<file path="config.mk">
export PLATFORM = sky130hd
export DESIGN_NAME = wash_phase_timer
export DESIGN_NICKNAME = d
export VERILOG_FILES = /design/src/rtl/wash_pkg.sv /design/src/rtl/wash_phase_timer.sv
export SDC_FILE = /design/constraint.sdc
export NUM_CORES = 1
export LEC_CHECK = 0
export BUFFER_PORTS_ARGS = -buffer_cell sky130_fd_sc_hd__buf_4
export CELL_PAD_IN_SITES_DETAIL_PLACEMENT = 1
export CELL_PAD_IN_SITES_GLOBAL_PLACEMENT = 1
export CORE_AREA = 2 2 50 52
export DETAILED_ROUTE_END_ITERATION = 7
export DIE_AREA = 0 0 52 54
export GPL_TIMING_DRIVEN = 0
export PLACE_DENSITY_LB_ADDON = 0.05
export SETUP_SLACK_MARGIN = 0.05
export SLEW_MARGIN = 20
export SYNTH_ARGS = -nofsm -noshare
export SYNTH_HDL_FRONTEND = slang
export SYNTH_SLANG_ARGS = --single-unit
</file>
<file path="constraint.sdc">
create_clock -name clock -period 2.6 [get_ports clock]
set_clock_uncertainty 0.2 [all_clocks]
set_input_delay 0.39 -clock clock [delete_from_list [all_inputs] [get_ports clock]]
set_output_delay 0.39 -clock clock [all_outputs]
set_load 0.01 [all_outputs]
</file>
<file path="src/rtl/wash_pkg.sv">
// wash_pkg
// Shared phase codes of the washing-machine sequencing FSM, used by the
// FSM, the washer top level and the phase-duration timer.
package wash_pkg;

    localparam logic [2:0] IDLE   = 3'd0;
    localparam logic [2:0] SOAK   = 3'd1;
    localparam logic [2:0] WASH1  = 3'd2;
    localparam logic [2:0] RINSE2 = 3'd3;
    localparam logic [2:0] WASH2  = 3'd4;
    localparam logic [2:0] RINSE1 = 3'd5;
    localparam logic [2:0] SPIN   = 3'd6;
    localparam logic [2:0] STOP   = 3'd7;

    // True for phases that run against a duration (soak through spin).
    function automatic logic is_timed(input logic [2:0] phase);
        return (phase != IDLE) && (phase != STOP);
    endfunction

endpackage

</file>
<file path="src/rtl/wash_phase_timer.sv">
// wash_phase_timer
// Drives the sequencing FSM's timer input. Every phase entry reloads a
// down-counter with that phase's duration; a one-cycle timer pulse is emitted
// when the count expires, after which the counter re-arms for the same phase.
// The lid-open stop phase freezes the count so that spin resumes where it
// paused instead of restarting.
//
// Ports
//   clock        system clock, rising edge
//   reset        asynchronous, active-high; clears all registers
//   state_i      FSM phase code (see wash_pkg)
//   enable_i     count enable (motor/water ready); low freezes the count
//   timer_o      one-cycle expiry pulse to the FSM
//   remaining_o  cycles left in the current phase
//   active_o     high while state_i is a timed phase (soak..spin)
module wash_phase_timer
    import wash_pkg::*;
#(
    parameter int CNT_W   = 8,
    parameter int SOAK_T  = 20,
    parameter int WASH_T  = 40,
    parameter int RINSE_T = 30,
    parameter int SPIN_T  = 25
) (
    input  logic             clock,
    input  logic             reset,
    input  logic [2:0]       state_i,
    input  logic             enable_i,
    output logic             timer_o,
    output logic [CNT_W-1:0] remaining_o,
    output logic             active_o
);

    localparam logic [CNT_W-1:0] SOAK_D  = CNT_W'(SOAK_T);
    localparam logic [CNT_W-1:0] WASH_D  = CNT_W'(WASH_T);
    localparam logic [CNT_W-1:0] RINSE_D = CNT_W'(RINSE_T);
    localparam logic [CNT_W-1:0] SPIN_D  = CNT_W'(SPIN_T);
    localparam logic [CNT_W-1:0] ONE     = {{(CNT_W-1){1'b0}}, 1'b1};

    logic [2:0]       prev_q, prev_d;
    logic [CNT_W-1:0] cnt_q,  cnt_d;
    logic             timer_q, timer_d;

    function automatic logic [CNT_W-1:0] duration(input logic [2:0] phase);
        case (phase)
            SOAK:          return SOAK_D;
            WASH1, WASH2:  return WASH_D;
            RINSE2, RINSE1: return RINSE_D;
            SPIN:          return SPIN_D;
            default:       return '0;
        endcase
    endfunction

    always_ff @(posedge clock or posedge reset) begin
        if (reset) begin
            prev_q  <= IDLE;
            cnt_q   <= '0;
            timer_q <= 1'b0;
        end else begin
            prev_q  <= prev_d;
            cnt_q   <= cnt_d;
            timer_q <= timer_d;
        end
    end

    always_comb begin
        prev_d  = prev_q;
        cnt_d   = cnt_q;
        timer_d = 1'b0;

        if (state_i != prev_q) begin
            // Phase change takes priority over expiry, independent of enable.
            prev_d = state_i;
            if (state_i == IDLE) begin
                cnt_d = '0;
            end else if (state_i == STOP) begin
                cnt_d = cnt_q;
            end else if ((prev_q == STOP) && (state_i == SPIN)) begin
                // Lid closed again: resume the paused spin count.
                cnt_d = cnt_q;
            end else begin
                cnt_d = duration(state_i);
            end
        end else if (is_timed(state_i) && enable_i) begin
            if (cnt_q == ONE) begin
                // Expire and re-arm so a phase held by the FSM pulses periodically.
                timer_d = 1'b1;
                cnt_d   = duration(state_i);
            end else begin
                cnt_d = cnt_q - ONE;
            end
        end
    end

    assign timer_o     = timer_q;
    assign remaining_o = cnt_q;
    assign active_o    = is_timed(state_i);

endmodule

</file>
Word level (Yosys, flattened, before mapping)

Cells that the tools add are included.

Eq/ne operators: 13
Add/subtract/negate cells: 1
Mux-type cells: 10
Reductions and logical operators: 9

Operators by type and width:

| operator              | number |
|---|---|
| $mux W8               | 6 |
| $pmux W6 S4           | 1 |
| $eq A3 B3 Y1 const B  | 5 |
| $ne A3 B3 Y1 const B  | 3 |
| $eq A8 B1 Y1 const B  | 1 |
| $sub A8 B1 Y8 const B | 1 |
| $eq A3 B2 Y1 const B  | 2 |
| $reduce_or A2 Y1      | 2 |
| $eq A3 B1 Y1 const B  | 1 |
| $logic_and A1 B1 Y1   | 3 |
| $logic_not A3 Y1      | 1 |
| $mux W1               | 3 |
| $ne A3 B3 Y1          | 1 |
| $reduce_and A3 Y1     | 1 |
| $reduce_bool A3 Y1    | 1 |
| $reduce_bool A2 Y1    | 1 |

Bits in registers: 12
Logic and storage cells: 36
Output and inout port bits: 10

Depth between registers and ports, before layout

Depth after elaboration: 7
Mapped depth: 7

Worst setup path after synthesis

No wires, ideal clock.

Kind: input-to-reg
From: input port state_i[1]
To: register cnt_q[6], in the netlist remaining_o[6]
Setup slack: 795 ps
Required time: 2324 ps
Cell stages on the path: 6
Path buffers: 1
Arrival time: 1529 ps
Path through: buf_4 > xnor2_2 > and3_2 > nand2_2 > or4_1 > o21ai_1

Word-level cells in the longest chain between the ends: 5

RTL lines:

| element                                            | line                   | RTL |
|---|---|---|
| start: declaration                                 | wash_phase_timer.sv:27 | `input logic [2:0] state_i,` |
| $ne A3 B3 Y1 or $reduce_bool A3 Y1 (tied branches) | wash_pkg.sv:17         | `return (phase != IDLE) && (phase != STOP);` |
| $logic_and A1 B1 Y1                                | wash_pkg.sv:17         |  |
| $logic_and A1 B1 Y1                                | wash_phase_timer.sv:84 | `end else if (is_timed(state_i) && enable_i) begin` |
| $reduce_bool A2 Y1 (no source line)                | -                      |  |
| $reduce_and A3 Y1 (no source line)                 | -                      |  |
| end signal: assignment                             | wash_phase_timer.sv:61 | `cnt_q <= cnt_d;` |
| end: declaration                                   | wash_phase_timer.sv:41 | `logic [CNT_W-1:0] cnt_q, cnt_d;` |

Several ways; a longest one is shown, not always the timed one.
A chain may end at the register's enable or synchronous reset.

Worst setup path in the final report

From: register cnt_q[1], in the netlist remaining_o[1]
To: register cnt_q[0], in the netlist remaining_o[0]

Word-level cells in the longest chain between the ends: 4

RTL lines:

| element      | line                   | RTL |
|---|---|---|
| $eq A8 B1 Y1 | wash_phase_timer.sv:85 | `if (cnt_q == ONE) begin` |
| $mux W8      | wash_phase_timer.sv:85 |  |
| $mux W8      | wash_phase_timer.sv:84 |  |
| $mux W8      | wash_phase_timer.sv:71 | `if (state_i != prev_q) begin` |

Every way passes these cells. The select of a mux whose other input is x is not followed.

==> impl_metrics.prom <==
# TYPE chip_impl_metric gauge
chip_impl_metric{name="num-fill-cells",unit=""} 284
chip_impl_metric{name="report.final.hold_viol_count",unit=""} 0
chip_impl_metric{name="num_rows",unit=""} 18
chip_impl_info{name="largest_family_of_logic_cells_by_synthesized_area",value="simple AND/OR/NAND/NOR gates"} 1
chip_impl_metric{name="place.detailed.hpwl",unit="um"} 1630
chip_impl_metric{name="tightest_slew",unit="ns"} 0.546
chip_impl_metric{name="cellPowerDensity",unit="nW/um^2"} 516
chip_impl_metric{name="synth_xor_xnor_area_share",unit="%"} 6.75
chip_impl_metric{name="clockBufferDepth",unit=""} 2
chip_impl_metric{name="vias_in_the_first_global_route",unit=""} 777
chip_impl_metric{name="mapped_nets",unit=""} 112
chip_impl_metric{name="globalRoute.totalOverflow",unit=""} 0
chip_impl_metric{name="synth_area",unit="um^2"} 871
chip_impl_info{name="rsz0062_at_grt",value="no"} 1
chip_impl_metric{name="synth_compound_area_share",unit="%"} 16.8
chip_impl_metric{name="numPortBuffers",unit=""} 13
chip_impl_info{name="cp-startpoint",value="remaining_o[1]"} 1
chip_impl_metric{name="synthAdderAreaFrac",unit="%"} 2.87
chip_impl_info{name="worstSetupEndpointType",value="register"} 1
chip_impl_metric{name="report.final.setup_viol",unit=""} 0
chip_impl_metric{name="wp_data_arrival",unit="ns"} 2.17
chip_impl_metric{name="final_cell_area",unit="um^2"} 1040
chip_impl_metric{name="hold_slack",unit="ns"} 0.159
chip_impl_metric{name="detailed_place.area",unit="um^2"} 1010
chip_impl_metric{name="yosys_register_bits",unit=""} 12
chip_impl_metric{name="numClockSinks",unit=""} 12
chip_impl_metric{name="final_min_period_over_clock_period",unit="%"} 82.5
chip_impl_metric{name="cts-htree-levels",unit=""} 1
chip_impl_metric{name="postSynthCellCount",unit=""} 104
chip_impl_metric{name="path_max_fanout",unit=""} 7
chip_impl_metric{name="timing.fmax",unit="MHz"} 466
chip_impl_metric{name="final_util",unit="%"} 44.8
chip_impl_metric{name="cts-buffers-inserted",unit=""} 3
chip_impl_metric{name="grt_first_pass_wirelength",unit="um"} 3600
chip_impl_info{name="cts_tree",value="done"} 1
chip_impl_info{name="crit_chain",value="inv_1 > ha_1 > nor4b_1 > and2_1 > nor2_2 > nor4_1 > a211o_1"} 1
chip_impl_metric{name="post_synth.cell_area_avg",unit="um^2"} 8.37
chip_impl_metric{name="firstDrtPassIters",unit=""} 4
chip_impl_metric{name="io-pin-count",unit=""} 16
chip_impl_metric{name="synth_simple_gate_area_share",unit="%"} 30.9
chip_impl_metric{name="clkLatencyLatePin",unit="ns"} 0.28
chip_impl_info{name="regToRegStartpoint",value="remaining_o[1]"} 1
chip_impl_metric{name="critical_path.max_stage_delay",unit="ns"} 0.46
chip_impl_info{name="setup.worst_path.end",value="remaining_o[0]"} 1
chip_impl_metric{name="gp_routability_congestion",unit=""} 0.776
chip_impl_metric{name="reg2reg_path_depth",unit=""} 7
chip_impl_metric{name="drcViolationCount",unit=""} 0
chip_impl_metric{name="synth_cell_types",unit=""} 40
chip_impl_metric{name="fp.coreArea",unit="um^2"} 2320
chip_impl_metric{name="post-cts-setup-buffers",unit=""} 0
chip_impl_metric{name="largest_net_degree_at_the_start_of_global_routing",unit=""} 13
chip_impl_metric{name="part_of_the_yosys_area_used_for_sequential_elements",unit="%"} 34.5
chip_impl_info{name="worstSetupStartpointType",value="register"} 1
chip_impl_metric{name="die_w",unit="um"} 52
chip_impl_metric{name="r2r_setup_slack",unit="ns"} 0.46
chip_impl_metric{name="drt_iter0_markers",unit=""} 7
chip_impl_metric{name="drv_slew",unit=""} 0
chip_impl_metric{name="wl_per_cell",unit="um"} 14.4
chip_impl_info{name="outcome",value="completed"} 1
chip_impl_metric{name="post-route-min-period",unit="ns"} 2.14
chip_impl_metric{name="vias",unit=""} 789
chip_impl_metric{name="critPathRequiredTime",unit="ns"} 2.62
chip_impl_info{name="min_path_type",value="input port to register"} 1
chip_impl_info{name="critical_path.reg2reg.endpoint",value="remaining_o[0]"} 1
chip_impl_metric{name="detail_route.wirelength",unit="um"} 2170
chip_impl_metric{name="antennaDiodeCount",unit=""} 0
chip_impl_metric{name="max-cap-violations",unit=""} 0
chip_impl_info{name="cpMaxStageDelayCell",value="sky130_fd_sc_hd__nor4b_1"} 1
chip_impl_metric{name="antenna_left",unit=""} 0
chip_impl_metric{name="cts.reportedPaths.clkPinSlew",unit="ns"} 0.08
chip_impl_metric{name="ys_warn_count",unit=""} 0
chip_impl_metric{name="static-leakage-power",unit="nW"} 0.448
chip_impl_metric{name="floorplan.initialDensity",unit="%"} 37.5
chip_impl_metric{name="fin_setup_tns",unit="ns"} 0
chip_impl_metric{name="slew_headroom",unit="%"} 63.1
chip_impl_metric{name="routed_via_density",unit=""} 5.23
chip_impl_info{name="clock-root-buffer",value="sky130_fd_sc_hd__clkbuf_4"} 1
chip_impl_metric{name="syn_to_final_growth",unit="%"} 19.3
chip_impl_metric{name="nNetsFinal",unit=""} 131
chip_impl_metric{name="antenna_violations_before_repair",unit=""} 0
chip_impl_info{name="hold_path.startpoint",value="state_i[2]"} 1
chip_impl_metric{name="irDropWorstVdd",unit="mV"} 0.216
chip_impl_metric{name="final_layout_size_suffix_gt1_share",unit="%"} 21.5
chip_impl_metric{name="die_height",unit="um"} 54
chip_impl_metric{name="fp.dieArea",unit="um^2"} 2810
chip_impl_info{name="setup.worst_path.class",value="register to register"} 1
chip_impl_metric{name="synth.area.mux_share",unit="%"} 1.15
chip_impl_metric{name="grt_usage",unit="%"} 17.7
repair_timing:
item	4_1_cts	5_1_grt
setup endpoints to repair	0	0
gates resized for setup	0	0
hold buffers	1	0
hold endpoints to repair	12	0
kinds of logic after synthesis:
| group | count (synthesis) |
|---|---|
| and+or+nand+nor | 49 |
| AOI/OAI and AO/OA | 22 |
| buffers and inverters | 13 |
| DFF | 12 |
| xor gates and xnor gates | 5 |
| adders and majority gates | 2 |
| muxes | 1 |
metal layers:
| metal | wire length [um] | track usage [%] |
|---|---|---|
| met1 | 985 | 21.8 |
| met2 | 1090 | 31.2 |
| met3 | 72 | 2.50 |
| met4 | 25 | 6.58 |
| met5 | 0 | 0 |
synthesized netlist by cell type, drive strengths merged:
cell type / n / area, um^2
dfrtp: 12 / 300
a31oi: 2 / 12.5
inv: 6 / 22.5
nor2: 14 / 55.1
and4: 1 / 8.76
xor2: 1 / 8.76
clkbuf: 4 / 15.0
a21oi: 5 / 25.0
or4: 2 / 15.0
nor2b: 3 / 18.8
mux2i: 1 / 10.0
nand3: 3 / 27.5
o31ai: 2 / 15.0
o21ai: 8 / 40.0
and3: 3 / 20.0
o22ai: 1 / 20.0
buf: 3 / 23.8
nor3: 6 / 30.0
a22o: 1 / 8.76
nand2: 8 / 32.5
nor4: 1 / 6.26
and2: 2 / 12.5
nand3b: 1 / 7.51
ha: 2 / 25.0
a211o: 1 / 8.76
xnor2: 4 / 50.1
nand4: 1 / 6.26
a22oi: 1 / 7.51
o22a: 1 / 8.76
and2b: 1 / 7.51
nand2b: 2 / 12.5
nor4b: 1 / 8.76
power by group:
group	switching, mW	internal (mW)	leakage (nW)
clock network	0.0654	0.0537	0.0138
registers	0.0271	0.206	0.151
logic	0.0994	0.0838	0.283
total	0.192	0.344	0.448
critical path, delay by kind of cell (launching register included):
kind | cells | cell delay [ns]
compound gates | 1 | 0.14
fa+ha+maj | 1 | 0.14
buf+inv | 1 | 0.09
flops | 1 | 0.41
simple gates | 4 | 1.11
sequential cells by signal (all words and copies together), names as in the netlist:
register,flops
remaining_o,8
prev_q,3
timer_o,1
through the flow:
step	power, mW	std cells	setup WS [ns]
after floorplan	0.355	104	0.795
after global placement	0.417	147	0.441
after detailed placement	0.421	147	0.467
after CTS	0.541	151	0.436
after global routing	0.572	151	0.324
final	0.536	151	0.455
cell usage in the layout, fill, tap and decap left out, drive strengths merged, types with 2 or more instances in the layout:
cell / Yosys / layout
nand3: 3 / 3
dfrtp: 12 / 12
xnor2: 4 / 4
buf: 3 / 16
a31oi: 2 / 2
o21ai: 8 / 8
and2: 2 / 2
nand2b: 2 / 2
nor2b: 3 / 3
and3: 3 / 3
nor2: 14 / 14
clkbuf: 4 / 7
nand2: 8 / 8
o31ai: 2 / 2
or4: 2 / 2
ha: 2 / 2
inv: 6 / 6
a21oi: 5 / 5
nor3: 6 / 6
cell type report:
cell class | instances | area (um^2) | area share [%]
Multi-Input combinational cell | 79 | 509 | 49.0
Sequential cell | 12 | 300 | 28.9
Timing Repair Buffer | 14 | 108 | 10.4
Buffer | 7 | 38.8 | 3.73
Tap cell | 30 | 37.5 | 3.61
Clock buffer | 3 | 22.5 | 2.17
Inverter | 6 | 22.5 | 2.17
how the worst min path moves through the flow:
stage / to / slack (ns) / cells past startpoint
after floorplan: prev_q[0] / 0.05 / 1
after global placement: timer_o / 0.25 / 2
after detailed placement: timer_o / 0.26 / 2
after CTS: prev_q[2] / 0.16 / 2
after global routing: prev_q[2] / 0.17 / 2
final: prev_q[2] / 0.16 / 2
(Power assumes the default switching activity.)
